$ cat src/rtl/alu_arbiter_if.sv
// Request/response bundle between the two requesters and the shared-ALU arbiter.
// Valid/ready: a transfer happens on a rising edge where valid and ready are both high for the same
// requester bit. Once raised, valid and its payload stay stable until that transfer happens.
interface alu_arbiter_if #(
    parameter int N = 32
);
    logic [1:0]          req_valid;
    logic [1:0]          req_ready;
    logic [1:0][3:0]     req_op;
    logic [1:0][N-1:0]   req_a;
    logic [1:0][N-1:0]   req_b;
    logic [1:0]          rsp_valid;
    logic [1:0]          rsp_ready;
    logic [N-1:0]        rsp_result;
    logic [3:0]          rsp_flags;
    logic                rsp_err;

    modport master (
        output req_valid, req_op, req_a, req_b, rsp_ready,
        input  req_ready, rsp_valid, rsp_result, rsp_flags, rsp_err
    );

    modport slave (
        input  req_valid, req_op, req_a, req_b, rsp_ready,
        output req_ready, rsp_valid, rsp_result, rsp_flags, rsp_err
    );
endinterface

$ cat src/rtl/alu_arbiter.sv
// Round-robin arbiter sharing one combinational ALU between two requesters.
// One operation in flight at a time: IDLE accepts, EXEC waits for the ALU to settle, RESP returns.
module alu_arbiter #(
    parameter int N        = 32,
    parameter int DIV_WAIT = 2
) (
    input  logic         clk,
    input  logic         rst,
    alu_arbiter_if.slave bus,
    output logic [N-1:0] alu_a,
    output logic [N-1:0] alu_b,
    output logic [3:0]   alu_op,
    input  logic [N-1:0] alu_result,
    input  logic [3:0]   alu_flags,
    output logic [1:0]   dbg_state
);
    localparam logic [1:0] S_IDLE = 2'd0;
    localparam logic [1:0] S_EXEC = 2'd1;
    localparam logic [1:0] S_RESP = 2'd2;

    localparam logic [3:0] OP_DIV  = 4'd3;
    localparam logic [3:0] OP_MOD  = 4'd4;
    localparam logic [3:0] OP_LAST = 4'd5;

    logic [1:0] state;
    logic       prio;
    logic       owner;
    logic       illegal;
    logic [3:0] cnt;

    logic       grant;
    logic       grant_vld;
    logic [3:0] sel_op;
    logic       sel_legal;
    logic       sel_div;

    assign dbg_state = state;

    always_comb begin
        grant_vld = |bus.req_valid;
        // The priority holder wins a tie; otherwise the only valid requester gets it.
        grant     = bus.req_valid[prio] ? prio : ~prio;
        sel_op    = bus.req_op[grant];
        sel_legal = (sel_op <= OP_LAST);
        sel_div   = (sel_op == OP_DIV) || (sel_op == OP_MOD);

        bus.req_ready = 2'b00;
        if (state == S_IDLE && grant_vld) begin
            bus.req_ready[grant] = 1'b1;
        end

        bus.rsp_valid = 2'b00;
        if (state == S_RESP) begin
            bus.rsp_valid[owner] = 1'b1;
        end
    end

    always_ff @(posedge clk) begin
        if (rst) begin
            state          <= S_IDLE;
            prio           <= 1'b0;
            owner          <= 1'b0;
            illegal        <= 1'b0;
            cnt            <= 4'd0;
            alu_a          <= '0;
            alu_b          <= '0;
            alu_op         <= 4'd0;
            bus.rsp_result <= '0;
            bus.rsp_flags  <= 4'd0;
            bus.rsp_err    <= 1'b0;
        end else begin
            case (state)
                S_IDLE: begin
                    if (grant_vld) begin
                        owner   <= grant;
                        illegal <= ~sel_legal;
                        // An illegal opcode leaves the ALU inputs untouched.
                        if (sel_legal) begin
                            alu_a  <= bus.req_a[grant];
                            alu_b  <= bus.req_b[grant];
                            alu_op <= sel_op;
                        end
                        cnt   <= (sel_legal && sel_div) ? 4'(DIV_WAIT) : 4'd0;
                        state <= S_EXEC;
                    end
                end
                S_EXEC: begin
                    if (cnt != 4'd0) begin
                        cnt <= cnt - 4'd1;
                    end else begin
                        if (illegal) begin
                            bus.rsp_result <= '0;
                            bus.rsp_flags  <= 4'd0;
                            bus.rsp_err    <= 1'b1;
                        end else begin
                            bus.rsp_result <= alu_result;
                            bus.rsp_flags  <= alu_flags;
                            bus.rsp_err    <= 1'b0;
                        end
                        state <= S_RESP;
                    end
                end
                S_RESP: begin
                    if (bus.rsp_ready[owner]) begin
                        prio  <= ~owner;
                        state <= S_IDLE;
                    end
                end
                default: state <= S_IDLE;
            endcase
        end
    end
endmodule

$ cat src/flat_wrapper.sv
// flat-port wrapper written by rule: the top's interface ports become plain ports
module alu_arbiter_flat 
#(
    parameter int N        = 32,
    parameter int DIV_WAIT = 2
)
  (clk, rst, alu_a, alu_b, alu_op, alu_result, alu_flags, dbg_state, bus_req_valid, bus_req_op, bus_req_a, bus_req_b, bus_rsp_ready, bus_req_ready, bus_rsp_valid, bus_rsp_result, bus_rsp_flags, bus_rsp_err);
  alu_arbiter_if #(.N(N)) bus_i ();
  input  logic clk;
  input  logic rst;
  output logic [N-1:0] alu_a;
  output logic [N-1:0] alu_b;
  output logic [3:0] alu_op;
  input  logic [N-1:0] alu_result;
  input  logic [3:0] alu_flags;
  output logic [1:0] dbg_state;
  input wire logic [$bits(bus_i.req_valid)-1:0] bus_req_valid;
  input wire logic [$bits(bus_i.req_op)-1:0] bus_req_op;
  input wire logic [$bits(bus_i.req_a)-1:0] bus_req_a;
  input wire logic [$bits(bus_i.req_b)-1:0] bus_req_b;
  input wire logic [$bits(bus_i.rsp_ready)-1:0] bus_rsp_ready;
  output wire logic [$bits(bus_i.req_ready)-1:0] bus_req_ready;
  output wire logic [$bits(bus_i.rsp_valid)-1:0] bus_rsp_valid;
  output wire logic [$bits(bus_i.rsp_result)-1:0] bus_rsp_result;
  output wire logic [$bits(bus_i.rsp_flags)-1:0] bus_rsp_flags;
  output wire logic [$bits(bus_i.rsp_err)-1:0] bus_rsp_err;
  assign bus_i.req_valid = bus_req_valid;
  assign bus_i.req_op = bus_req_op;
  assign bus_i.req_a = bus_req_a;
  assign bus_i.req_b = bus_req_b;
  assign bus_i.rsp_ready = bus_rsp_ready;
  assign bus_req_ready = bus_i.req_ready;
  assign bus_rsp_valid = bus_i.rsp_valid;
  assign bus_rsp_result = bus_i.rsp_result;
  assign bus_rsp_flags = bus_i.rsp_flags;
  assign bus_rsp_err = bus_i.rsp_err;
  alu_arbiter #(.N(N), .DIV_WAIT(DIV_WAIT)) u_core (.clk(clk), .rst(rst), .bus(bus_i), .alu_a(alu_a), .alu_b(alu_b), .alu_op(alu_op), .alu_result(alu_result), .alu_flags(alu_flags), .dbg_state(dbg_state));
endmodule
$ cat config.mk
export PLATFORM = sky130hd
export DESIGN_NAME = alu_arbiter_flat
export DESIGN_NICKNAME = d
export VERILOG_FILES = /design/src/rtl/alu_arbiter_if.sv /design/src/rtl/alu_arbiter.sv /design/src/flat_wrapper.sv
export SDC_FILE = /design/constraint.sdc
export NUM_CORES = 1
export LEC_CHECK = 0
export ABC_AREA = 1
export BUFFER_PORTS_ARGS = -buffer_cell sky130_fd_sc_hd__buf_2
export CAP_MARGIN = 20
export CORE_AREA = 3 3 112 114
export CTS_CLUSTER_DIAMETER = 30
export CTS_CLUSTER_SIZE = 40
export DETAILED_ROUTE_END_ITERATION = 6
export DIE_AREA = 0 0 115 117
export PLACE_DENSITY = 0.79
export SYNTH_ARGS = -nofsm -noshare
export SYNTH_HDL_FRONTEND = slang
export SYNTH_SLANG_ARGS = --single-unit
$ cat constraint.sdc
create_clock -name clk -period 2.45 [get_ports clk]
set_clock_uncertainty 0.05 [all_clocks]
set_input_delay 0.245 -clock clk [delete_from_list [all_inputs] [get_ports clk]]
set_output_delay 0.245 -clock clk [all_outputs]
set_load 0.01 [all_outputs]
[Word level (Yosys, flattened, before mapping)]
Index checks and enable logic that the tools add are counted.
Word-level totals
  register bits: 114
  input bits: 178
Cells by class
  multiplexer cells: 28
  order comparisons: 6
  bitwise operators: 4
  equality and inequality tests: 8
  reductions and logical operators: 15
  add/sub/neg operators: 1
Operator list (number)
  32-bit 2-to-1 mux: 5
  4-bit 2-to-1 mux: 5
  2-bit 2-to-1 mux: 6
  3-bit AND reduction: 3
  1-bit 2-to-1 mux: 8
  4-bit one-hot mux with 2 select lines: 1
  1-bit by 2-bit < comparator with 1-bit output (second input constant): 3
  2-bit one-hot mux with 3 select lines: 1
  2-bit AND reduction: 3
  4-bit by 2-bit equality test with 1-bit output (second input constant): 1
  4-bit by 3-bit equality test with 1-bit output (second input constant): 1
  4-bit by 3-bit <= comparator with 1-bit output (second input constant): 1
  1-bit logical AND: 4
  2-bit by 1-bit inequality test with 1-bit output (second input constant): 2
  2-bit inequality test (second input constant): 2
  1-bit inverter: 4
  4-bit nonzero test: 1
  4-bit by 1-bit subtractor with 4-bit output (second input constant): 1
  1-bit demux with 1-bit select: 2
  2-bit by 1-bit equality test with 1-bit output (second input constant): 1
  2-bit equality test (second input constant): 1
  1-bit >= comparator (second input constant): 2
  2-bit zero test: 1
  2-bit nonzero test: 1
  other kinds (2): 2

[Depth between registers and ports, before layout]
  depth after elaboration: 11
  mapped depth: 12

[Worst setup path after synthesis]
Ideal clock, no wire load.
  path type: reg2reg
  start point: register u_core.state[0] (netlist: u_core.dbg_state[0])
  end point: register u_core.bus.rsp_result[10]
  path buffers: 2
  data required time: 2.272 ns
  arrival: 1.409 ns
  cell stages (with the launch flop): 10
  setup slack: 0.864 ns
  cells stage by stage: dfxtp_1 > inv_1 > nor2_1 > inv_1 > nor2_1 > inv_1 > buf_2 > buf_1 > a22oi_1 > nor2_1
Between the ends
  longest elaborated chain between the ends: 2
Ends and longest elaborated chain
  start, declared: line alu_arbiter.sv:25  | logic [1:0] state;
  start signal, assigned: line alu_arbiter.sv:60  | state <= S_IDLE;
  start signal, assigned: line alu_arbiter.sv:84  | state <= S_EXEC;
  start signal, assigned: line alu_arbiter.sv:100  | state <= S_RESP;
  2-bit by 1-bit equality test with 1-bit output: line alu_arbiter.sv:72  | case (state)
  2-bit AND reduction (no source line)
  end signal, assigned: line alu_arbiter.sv:96  | bus.rsp_result <= alu_result;
  end, declared: line alu_arbiter_if.sv:25  | output req_ready, rsp_valid, rsp_result, rsp_flags, rsp_err
No other way between the ends.
A chain may end at the register's enable or synchronous reset.

[Worst setup path in the final report]
  start point: register u_core.prio
  end point: output bus_req_ready[0]
Between the ends
  longest elaborated chain between the ends: 8
  elaborated cells between the ends (all ways): 10
Ends and longest elaborated chain
  start, declared: line alu_arbiter.sv:26  | logic prio;
  start signal, assigned: line alu_arbiter.sv:105  | prio <= ~owner;
  1-bit 2-to-1 mux (not written as such) (2 in a row): line alu_arbiter.sv:42  | grant = bus.req_valid[prio] ? prio : ~prio;
  1-bit 2-to-1 mux (*): line alu_arbiter.sv:42
  1-bit by 2-bit < comparator with 1-bit output (not written as such) or 1-bit >= comparator (tied branches): line alu_arbiter.sv:49  | bus.req_ready[grant] = 1'b1;
  1-bit logical AND (not written as such): line alu_arbiter.sv:49
  1-bit 2-to-1 mux (not written as such): line alu_arbiter.sv:49
  1-bit demux with 1-bit select (*)
  2-bit 2-to-1 mux (*): line alu_arbiter.sv:48  | if (state == S_IDLE && grant_vld) begin
  end, declared: line flat_wrapper.sv:22  | output wire logic [$bits(bus_i.req_ready)-1:0] bus_req_ready;
Every way passes the cells marked *; elsewhere a longest branch is shown, timed or not. The select of a mux whose other input is x is not followed.

==> impl_metrics.yaml <==
outcome:
  status: "completed"
floorplanning:
  io_pins: 289
  dieArea_um2: 13500
  fp-row-count: 39
  dieWidth_um: 115
  die_h_um: 117
  design.core.area_um2: 11500
  initial_core_util_pct: 46.6
yosys:
  yosys_warnings: 0
  ys_seq_area_share_pct: 42.5
  synth_edf_count: 0
  netlist_area_um2: 5370
  synth.distinct_cells: 24
  synth_top_area_share_pct: 42.5
  synth_nets: 1041
  synthCells: 861
  synth.area.top_cells: "dfxtp_1, nand2_1, nor2_1"
  synth_ff_type: "dfxtp_1"
  yosysTopAreaCell: "dfxtp_1"
  async_flop_share_pct: 0
  synth-seq-cells: 114
  syn_avg_cell_area_um2: 6.23
sta:
  fin_crit_sh_pct: 86.7
  worstMarginPinSlew_ps: 685
  setup_tns_ps: 0
  whs_ps: 14.2
  rsz0062_at_grt: "no"
  fmax_mhz: 471
  timing.slew.headroom_pct: 54.4
  period_needed_ps: 2120
  hold_viol: 0
  slew_violations: 0
  finalSetupViolations: 0
placed_design:
  dp.cells: 1254
  routabilityCongestion: 0.793
  dp_hpwl_mm: 11.4
  portBuffers: 288
clocking:
  htreeDepth: 4
  clk_latency_ps: 420
  post_cts_buffers: 0
  cts_tree: "built"
  numClockSinks: 114
  path_clk_slew_ps: 50
  cts_buffers: 17
  root_buffer: "clkbuf_16"
  clockBufferDepth: 2
worst_setup_path:
  cp_slowest_stage_delay_ps: 510
  worstPathCellList: "nand2_1 > nand2_2 > buf_4 > nor2_1 > buf_2"
  path_buf_inv: 2
  path_class: "reg2out"
  critPathLaunchType: "register"
  slowest_stage: "buf_4"
  crit_fanout: 65
  cp_top_family: "buffers and inverters"
  endpoint_kind: "output pin"
  worstPathRequired_ps: 2150
  crit_arrival_ps: 1830
routing:
  wl_met2_mm: 7.85
  top_layer: "met4"
  via_per_inst: 4.52
  dr.pass1.iters: 5
  wirelength_mm: 15.8
  post_drt_wl_per_cell_um: 12.2
  drcViolationCount: 0
  wl_met3_mm: 1.38
  ant_nets: 0
  vias: 5839
  first_iter_violations: 313
  wl_met1_mm: 6.30
pwr:
  p_leak_uw: 0.00450
  p_per_area_nw_per_um2: 948
  ir_drop_mv: 0.617
global_routing:
  grt_overflow: 0
  grt_max_degree: 78
  grt_pass1_wl_mm: 23.6
  antenna_found_initial: 0
  grt_util_all_layers_pct: 22.3
  grt_pass1_vias: 5131
job:
  maxCapViolations: 0
cells_and_area:
  fin_cells: 1293
  fin_nets: 1318
  final_layout_size_suffix_gt1_share_pct: 29.4
  syn_to_final_growth_pct: 41.4
  diodes: 0
hold_path:
  hp-class: "in2reg"
==> Yosys cell counts, types with 2 or more instances <==
| cell | n |
|---|---|
| nand2_1 | 355 |
| nor2_1 | 185 |
| dfxtp_1 | 114 |
| inv_1 | 89 |
| a22oi_1 | 34 |
| buf_2 | 18 |
| clkbuf_1 | 15 |
| a21oi_1 | 9 |
| nand3_1 | 7 |
| buf_4 | 6 |
| buf_1 | 5 |
| inv_2 | 4 |
| nand2_2 | 4 |
| buf_6 | 3 |
| ha_1 | 2 |
| nand4_1 | 2 |
| nor3_1 | 2 |
==> cell usage in the layout, fill, tap and decap left out, types with 2 or more instances in the layout <==
cell type      count
a21oi_1            9
a22oi_1           34
buf_12             3
buf_2            288
buf_4              6
bufinv_16          5
clkbuf_16         17
clkbuf_8           3
clkinv_2           3
clkinvlp_4         2
dfxtp_1          114
dlygate4sd3_1      8
ha_1               2
inv_1             89
inv_2              4
nand2_1          354
nand2_2            5
nand3_1            7
nand4_1            2
nor2_1           185
nor3_1             2
==> registers in the layout, indices dropped and copies added (netlist names) <==
signal and flops:
u_core.prio 1, u_core.bus.rsp_err 1, u_core.bus.rsp_result 32, u_core.alu_b 32
u_core.illegal 1, u_core.alu_op 4, u_core.cnt 4, u_core.owner 1
u_core.dbg_state 2, u_core.bus.rsp_flags 4, u_core.alu_a 32
==> metrics by stage <==
| stage | total power (µW) | util, % | setup slack (ps) | cell area (µm²) |
|---|---|---|---|---|
| 6_report | 7190 | 65.9 | 326 | 7590 |
| 3_3_place_gp | 4470 | 59.5 | 744 | 6860 |
| 5_1_grt | 7670 | 65.9 | 135 | 7590 |
| 4_1_cts | 7260 | 65.9 | 266 | 7590 |
| 3_5_place_dp | 4510 | 59.5 | 723 | 6860 |
| 2_1_floorplan | 3790 | - | 864 | 5370 |
==> power breakdown <==
part	internal [µW]	total [µW]	switching, µW
Sequential	2210	2390	180
Clock	1870	2700	832
Combinational	810	2100	1290
Total	4890	7190	2300
==> final cells by class <==
cell class | instances | area (µm²)
clock buffers | 21 | 470
clock inverters | 10 | 180
fillers | 1072 | 3930
inverters | 93 | 349
multi-input cells | 607 | 2500
flip-flops and latches | 114 | 2280
well taps | 143 | 179
repair buffers | 305 | 1630
==> worst min-delay path: cells and delay by family <==
kind                   cells  cell delay (ps)
AO/OA/AOI/OAI              1               50
buffers and inverters      1               70
AND/OR/NAND/NOR            1               70
==> routing by layer <==
layer	up-vias	global-route usage (%)
met5	-	0
met4	0	8.76
met3	19	7.10
li1	3119	-
met2	218	39.9
met1	2483	24.7
==> timing repair <==
action | 4_1_cts | 5_1_grt
endpoints found under the hold margin | 8 | 0
hold buffers | 8 | 0
gates resized for setup | 0 | 0
==> path summary, 6_finish.rpt <==
kind / cells after the start / startpoint / slack [ps] / endpoint
max: 5 / u_core.prio$_SDFFE_PP0P_ / 330 / bus_req_ready[0]
min: 3 / alu_result[1] / 10 / u_core.bus.rsp_result[1]$_SDFFE_PP0P_
max reg2reg: 9 / u_core.cnt[0]$_SDFFE_PP0P_ / 700 / u_core.bus.rsp_result[19]$_SDFFE_PP0P_
min reg2reg: 2 / u_core.alu_op[3]$_SDFFE_PP0P_ / 380 / u_core.alu_op[3]$_SDFFE_PP0P_
==> logic make-up after synthesis <==
group,Yosys count,synth area share (%)
AND/OR/NAND/NOR,558,39.9
buffers and inverters,140,11.1
flip-flops,114,42.5
AO/OA/AOI/OAI,46,5.92
adder cells (fa/ha/maj),2,0.466
XOR/XNOR,1,0.163
No activity file was read; power rests on OpenSTA's default activity.
